`config.mk`:
```
export PLATFORM = sky130hd
export DESIGN_NAME = bram_arbiter
export DESIGN_NICKNAME = d
export VERILOG_FILES = /design/src/rtl/bram_arbiter.sv
export SDC_FILE = /design/constraint.sdc
export NUM_CORES = 1
export LEC_CHECK = 0
export CAP_MARGIN = 25
export CORE_MARGIN = 2
export CORE_UTILIZATION = 36
export CTS_CLUSTER_DIAMETER = 120
export DETAILED_ROUTE_END_ITERATION = 10
export PLACE_DENSITY = 0.77
export RECOVER_POWER = 100
export REMOVE_ABC_BUFFERS = 1
export SYNTH_ARGS = -nofsm -noshare
export SYNTH_HDL_FRONTEND = slang
export SYNTH_SLANG_ARGS = --single-unit
```
`constraint.sdc`:
```
create_clock -name clk -period 1.7 [get_ports clk]
set_input_delay 0.34 -clock clk [delete_from_list [all_inputs] [get_ports clk]]
set_output_delay 0.34 -clock clk [all_outputs]
set_load 0.02 [all_outputs]
```
`src/rtl/bram_arbiter.sv`:
```
// Round-robin arbiter/sequencer sharing one single-port block RAM between ports A and B.
// Zero-fills the RAM after reset, then registers one granted command per cycle onto the RAM pins.
module bram_arbiter #(
    parameter int RAM_WIDTH  = 16,
    parameter int RAM_DEPTH  = 1024,
    parameter int ADDR_WIDTH = 10
) (
    input  logic                  clk,
    input  logic                  rst,
    input  logic                  a_req,
    input  logic                  a_we,
    input  logic [ADDR_WIDTH-1:0] a_addr,
    input  logic [RAM_WIDTH-1:0]  a_wdata,
    output logic                  a_gnt,
    output logic [RAM_WIDTH-1:0]  a_rdata,
    output logic                  a_rvalid,
    input  logic                  b_req,
    input  logic                  b_we,
    input  logic [ADDR_WIDTH-1:0] b_addr,
    input  logic [RAM_WIDTH-1:0]  b_wdata,
    output logic                  b_gnt,
    output logic [RAM_WIDTH-1:0]  b_rdata,
    output logic                  b_rvalid,
    output logic                  init_done,
    output logic                  ram_write,
    output logic                  ram_read,
    output logic [ADDR_WIDTH-1:0] ram_add,
    output logic [RAM_WIDTH-1:0]  ram_din,
    input  logic [RAM_WIDTH-1:0]  ram_dout
);

    typedef enum logic {ST_INIT, ST_RUN} state_t;

    localparam logic [ADDR_WIDTH:0] FILL_END = (ADDR_WIDTH+1)'(RAM_DEPTH);

    state_t                state_q, state_d;
    logic [ADDR_WIDTH:0]   cnt_q, cnt_d;
    logic                  init_done_q, init_done_d;
    logic                  ram_write_q, ram_write_d;
    logic                  ram_read_q, ram_read_d;
    logic [ADDR_WIDTH-1:0] ram_add_q, ram_add_d;
    logic [RAM_WIDTH-1:0]  ram_din_q, ram_din_d;
    logic                  last_b_q, last_b_d;
    logic                  pend_valid_q, pend_valid_d;
    logic                  pend_b_q, pend_b_d;
    logic                  a_rvalid_q, a_rvalid_d;
    logic                  b_rvalid_q, b_rvalid_d;
    logic                  win_we;

    always_comb begin
        state_d      = state_q;
        cnt_d        = cnt_q;
        init_done_d  = init_done_q;
        ram_write_d  = 1'b0;
        ram_read_d   = 1'b0;
        ram_add_d    = ram_add_q;
        ram_din_d    = ram_din_q;
        last_b_d     = last_b_q;
        pend_valid_d = 1'b0;
        pend_b_d     = pend_b_q;
        // The pending tag set at the transfer edge becomes the strobe at the RAM edge.
        a_rvalid_d   = pend_valid_q & ~pend_b_q;
        b_rvalid_d   = pend_valid_q & pend_b_q;
        a_gnt        = 1'b0;
        b_gnt        = 1'b0;
        win_we       = 1'b0;
        unique case (state_q)
            ST_INIT: begin
                if (cnt_q == FILL_END) begin
                    state_d     = ST_RUN;
                    init_done_d = 1'b1;
                end else begin
                    ram_write_d = 1'b1;
                    ram_din_d   = '0;
                    ram_add_d   = cnt_q[ADDR_WIDTH-1:0];
                    cnt_d       = cnt_q + (ADDR_WIDTH+1)'(1);
                end
            end
            ST_RUN: begin
                a_gnt = a_req & (~b_req | last_b_q);
                b_gnt = b_req & (~a_req | ~last_b_q);
                if (a_gnt || b_gnt) begin
                    win_we       = b_gnt ? b_we : a_we;
                    ram_write_d  = win_we;
                    ram_read_d   = ~win_we;
                    ram_add_d    = b_gnt ? b_addr : a_addr;
                    ram_din_d    = b_gnt ? b_wdata : a_wdata;
                    last_b_d     = b_gnt;
                    pend_valid_d = ~win_we;
                    pend_b_d     = b_gnt;
                end
            end
            default: state_d = ST_INIT;
        endcase
    end

    always_ff @(posedge clk or posedge rst) begin
        if (rst) begin
            state_q      <= ST_INIT;
            cnt_q        <= '0;
            init_done_q  <= 1'b0;
            ram_write_q  <= 1'b0;
            ram_read_q   <= 1'b0;
            ram_add_q    <= '0;
            ram_din_q    <= '0;
            last_b_q     <= 1'b1;
            pend_valid_q <= 1'b0;
            pend_b_q     <= 1'b0;
            a_rvalid_q   <= 1'b0;
            b_rvalid_q   <= 1'b0;
        end else begin
            state_q      <= state_d;
            cnt_q        <= cnt_d;
            init_done_q  <= init_done_d;
            ram_write_q  <= ram_write_d;
            ram_read_q   <= ram_read_d;
            ram_add_q    <= ram_add_d;
            ram_din_q    <= ram_din_d;
            last_b_q     <= last_b_d;
            pend_valid_q <= pend_valid_d;
            pend_b_q     <= pend_b_d;
            a_rvalid_q   <= a_rvalid_d;
            b_rvalid_q   <= b_rvalid_d;
        end
    end

    assign init_done = init_done_q;
    assign ram_write = ram_write_q;
    assign ram_read  = ram_read_q;
    assign ram_add   = ram_add_q;
    assign ram_din   = ram_din_q;
    assign a_rvalid  = a_rvalid_q;
    assign b_rvalid  = b_rvalid_q;
    assign a_rdata   = ram_dout;
    assign b_rdata   = ram_dout;

endmodule

```
==> results.cfg <==
[floorplan]
die_y_um = 89.9
die_x_um = 89.9
coreArea_um2 = 7210
rows = 31
top_level_ports = 139
dieArea_um2 = 8080
start_util_pct = 36.8

[yosys]
ys_seq_area_share_pct = 42.5
netlist_instances = 267
syn_avg_cell_area_um2 = 9.94
ys_types = 35
synth-seq-cells = 45
synth.area.top_cells = dfrtp_1 (41%), mux2_4 (11%), nand2_1 (9.5%), buf_4 (9.0%), a21boi_0 (4.5%)
ys_top_cells_by_count = nand2_1 (67), dfrtp_1 (44), buf_4 (32), mux2_4 (19), a21boi_0 (16)
synth_top_area_cell = dfrtp_1
synth.most_common_cell = nand2_1
synth_top_area_share_pct = 41.5
synthMuxAreaShare_pct = 13.7
synth_adder_area_share_pct = 0.943
syn-cell-area_um2 = 2660
async_flop_share_pct = 100
synth_compound_area_share_pct = 9.05
synth-simple-area-share_pct = 16.9
ys_warn_count = 0
ys.flop_type = dfrtp_1
synth_enable_flop_cells = 0
synth_top_family_by_area = simple AND/OR/NAND/NOR gates
synth_xor_area_share_pct = 3.30

[drt]
firstDrtPassIters = 4
post_drt_via_cell_ratio = 4.71
antenna_left = 0
wl_per_cell_um = 15.4
totalWireLength_um = 6900
vias = 2105
drcViolationCount = 0
drtIter0Drc = 80

[timing]
fin_setup_tns_ps = 0
post-route-period-util_pct = 97.1
drv_slew = 0
worst_slack_ps = 49.9
worst_pin_slew_ps = 831
period_needed_ps = 1650
finalSetupViolCount = 0
rsz0062_at_grt = yes
max_freq_ghz = 0.606
slew_headroom_pct = 44.6
hold_ws_ps = 448
fin_skew_ps = 2.48
hold_viol = 0

[cts]
clk_pin_slew_ps = 80
holdBufCountCts = 0
cts_buffers = 5
h-tree-depth = 2
clockBufferDepth = 2
root_buffer = clkbuf_8
clkLatencyLatePin_ps = 290
cts_tree = built
cts_num_sinks = 45

[global_routing]
grt_pass1_wl_um = 11100
grt_max_degree = 31
grt.overflow.total = 0
grt_pass1_vias = 2206
antenna_found_initial = 0
track_usage_pct = 17.4

[setup_path]
arrival_ps = 1310
rrSetupSlack_ps = 50
critPathRequiredTime_ps = 1360
path_max_fanout = 3
start_kind = input pin
endpoint_kind = primary output
critPathKind = input pin to primary output

[place]
dp_worst_setup_slack_ps = -414
dp_hpwl_um = 5030
dpl.cell_count = 436
gp_congestion = 0.815
port_buffers = 90
place_area_um2 = 3590

[run_status]
status = complete, no violations

[final_layout]
stdcell_area_um2 = 3720
nets = 423
drive_gt1_share_pct = 20.4
area_delta_synth_final_pct = 40.3
fin_util_pct = 51.6
stdcell_count = 447
antenna_cells = 0

[pwr]
finalPower_mw = 1.93
power_density_nw_per_um2 = 518
peakVddDrop_mv = 0.310
power.leakage_nw = 1.68

[flow_run]
drv_cap = 0

[min_path]
min_path_type = flop to flop
## kinds of logic after synthesis
| family | after synthesis |
|---|---|
| and+or+nand+nor | 97 |
| buffers and inverters | 53 |
| DFF | 45 |
| AOI/OAI and AO/OA | 34 |
| muxes | 26 |
| xor gates and xnor gates | 10 |
| adders and majority gates | 2 |
## report_power, final
| group | switching, mW | internal [mW] | leakage [nW] |
|---|---|---|---|
| registers | 0 | 1.07 | 0.594 |
| logic | 0.0787 | 0.138 | 1.04 |
| clock network | 0.358 | 0.285 | 0.0450 |
| total | 0.436 | 1.49 | 1.68 |
## layout by cell type (no fill, tap or decap), types with 2 or more instances in the layout
cell / synthesis / final
clkdlybuf4s50_1: 0 / 84
dfrtp_1: 44 / 43
clkbuf_2: 1 / 2
dlygate4sd3_1: 0 / 3
mux2_4: 19 / 19
buf_12: 2 / 3
nand4_1: 2 / 2
o21ai_0: 2 / 2
nor4b_1: 2 / 2
nor2_1: 14 / 14
nand2_1: 67 / 67
xor2_1: 3 / 3
a21boi_0: 16 / 16
clkbuf_8: 0 / 5
mux2_2: 7 / 7
xnor2_1: 7 / 7
inv_1: 7 / 6
clkinv_2: 0 / 2
clkbuf_1: 2 / 4
ha_1: 2 / 2
nand3_1: 2 / 2
clkbuf_16: 0 / 2
nor4_4: 1 / 2
a31oi_1: 12 / 12
buf_4: 32 / 20
## state kept, by name, indices dropped and copies added, names as in the netlist
signal and flops:
cnt_q 11, a_rvalid 1, ram_add 10, last_b_q 1, pend_b_q 1, ram_din 16, state_q 1, b_rvalid 1
ram_write 1, init_done 1, pend_valid_q 1
## cell type report
cell class	instances	area [um2]
Fill cell	675	3490
Timing Repair Buffer	119	1170
Clock buffer	6	72.6
Multi-Input combinational cell	169	1190
Sequential cell	45	1130
Clock inverter	2	10.0
Tap cell	99	124
Inverter	7	26.3
## path summary, 6_finish.rpt
check,from,to,cells past startpoint
max in group asynchronous,rst,ram_din[9]$_DFFE_PP0P_,3
min in group asynchronous,rst,a_rvalid$_DFF_PP0_,3
worst min-delay path,pend_b_q$_DFFE_PP0P_,a_rvalid$_DFF_PP0_,1
worst max register to register,cnt_q[7]$_DFFE_PP0P_,ram_din[12]$_DFFE_PP0P_,5
worst min register to register,pend_b_q$_DFFE_PP0P_,a_rvalid$_DFF_PP0_,1
worst max-delay path,b_req,b_gnt,5
## per-layer routing
metal	vias up	track usage (%)	part of all wire, %
met5	-	5.77	0
met4	0	5.77	1.7
met3	14	8.89	11
met2	103	25.3	42
met1	980	22.0	46
li1	1008	-	-
## worst max-delay path, stage by stage
cell             delay (ps)
clkdlybuf4s50_1         500
a21boi_2                200
nand2_1                  90
inv_1                    60
buf_4                   130
## timing repair
item / in CTS / in global routing
endpoints found under the hold margin: 0 / 0
setup endpoints to repair: 28 / 28
buffers inserted: 0 / 1
cloned: 0 / 2
pin swaps: 0 / 3
gates resized for setup: 10 / 7
(Power assumes the default switching activity.)
==> patch: new RTL, same settings <==
Take the reset off `ram_din_q` and load it in a clocked block of its own.
--- a/src/rtl/bram_arbiter.sv
+++ b/src/rtl/bram_arbiter.sv
@@ -102,7 +102,6 @@
             ram_write_q  <= 1'b0;
             ram_read_q   <= 1'b0;
             ram_add_q    <= '0;
-            ram_din_q    <= '0;
             last_b_q     <= 1'b1;
             pend_valid_q <= 1'b0;
             pend_b_q     <= 1'b0;
@@ -115,13 +114,16 @@
             ram_write_q  <= ram_write_d;
             ram_read_q   <= ram_read_d;
             ram_add_q    <= ram_add_d;
-            ram_din_q    <= ram_din_d;
             last_b_q     <= last_b_d;
             pend_valid_q <= pend_valid_d;
             pend_b_q     <= pend_b_d;
             a_rvalid_q   <= a_rvalid_d;
             b_rvalid_q   <= b_rvalid_d;
         end
+    end
+
+    always_ff @(posedge clk) begin
+        ram_din_q <= ram_din_d;
     end
 
     assign init_done = init_done_q;
Check against the original RTL: same outputs for any inputs over 10 cycles, from zero or initial values and one cycle with rst high; that may be too few to reach the edited logic, so the function may still have changed.
==> patch against the unedited design <==
The run now ends with negative setup slack left. Cell area is 6.8% lower. Worst setup slack worse by 0.081 ns. Final cell count is 11% lower. Sequential cell count stayed put. Synthesized area is 6.9% lower. Routed wire length is 5.5% lower. Utilization hardly changed. Die area is 6.6% lower. Fmax is 4.7% lower. Power is 4.2% higher. Sequential power is 5% higher. Critical path depth stayed put. First-iteration DRC count is 13% higher. Critical endpoint is now ram_add[0].
==> patch: results (changes against the unedited design) <==
[timing]
fin_setup_tns_ns=-0.3889  ; was 0 ns
setup_ws_ns=-0.03072  ; was 0.04990 ns
skew_ns=0.009253  ; was 0.002481 ns
setup_viol=19  ; was 0
max_slew_margin_pct=59.49  ; was 44.60%

[clock_network]
cts_resized=9  ; was 10

[synthesis]
synth-edff-count=16  ; was 0
synth.area.top_cells=dfrtp_1, edfxtp_1, buf_4  ; was dfrtp_1, mux2_4, nand2_1
synth_seq_area_share_pct=48.86  ; was 42.46%
synthTopCellsByCount=nand2_1, buf_4, dfrtp_1, a21boi_0, edfxtp_1  ; was nand2_1, dfrtp_1, buf_4, mux2_4, a21boi_0

[routing]
drt_first_iter_violations=90  ; was 80
viasPerCell=4.923  ; was 4.709
wl_met2_mm=3.144  ; was 2.890 mm
met3_length_um=662  ; was 749 um
drt_wl_total_mm=6.521  ; was 6.899 mm

[status]
violations=negative setup slack
status=complete, but fails checks  ; was finished clean

[cells_and_area]
multi_input_area_share_pct=27.00  ; was 31.98%
seq_cells=45  ; unchanged
fin_nets=395  ; was 423
layout-drive-gt1-share_pct=15.63  ; was 20.40%

[pwr]
peakVddDrop_mv=0.2824  ; was 0.3096 mV

[worst_setup_path]
cp_top_family=simple AND/OR/NAND/NOR gates  ; was buffers and inverters
arrival_ns=1.91  ; was 1.31 ns

[grt]
grt_pass1_vias=2085  ; was 2,206
met3_usage_pct=8.531  ; was 8.885%
track_usage_pct=17.29  ; was 17.41%

[place]
gp_congestion=0.8529  ; was 0.8145
place_area_mm2=0.003373  ; was 0.003590 mm2

-- patch: cells by family (layout without fill, tap and decap cells) --
logic type | after synthesis | in the layout | share of synthesized area [%]
simple gates | 89 | 89 | 15.95
buf+inv | 49 | 127 | 13.77
flops | 45 | 45 | 48.86
compound gates | 35 | 35 | 10.23
mux | 12 | 12 | 6.633
xor+xnor | 10 | 10 | 3.545
fa+ha+maj | 2 | 2 | 1.012
-- patch: power breakdown --
part           internal [uW]  leakage, uW  switching [uW]
sequential              1120     0.000565               0
clock                    332    0.0000455             347
combinational            140     0.000879            74.9
total                   1590      0.00149             422
-- patch: path summary, 6_finish.rpt --
path / start / slack [ns] / cells past startpoint / to
min in group clk: pend_b_q / 0.46 / 1 / a_rvalid
min: rst / 0.41 / 2 / pend_b_q
max reg2reg: cnt_q[7] / -0.03 / 5 / ram_add[0]
max: cnt_q[7] / -0.03 / 5 / ram_add[0]
max in group asynchronous: rst / 0.41 / 3 / ram_add[0]
min reg2reg: pend_b_q / 0.46 / 1 / a_rvalid
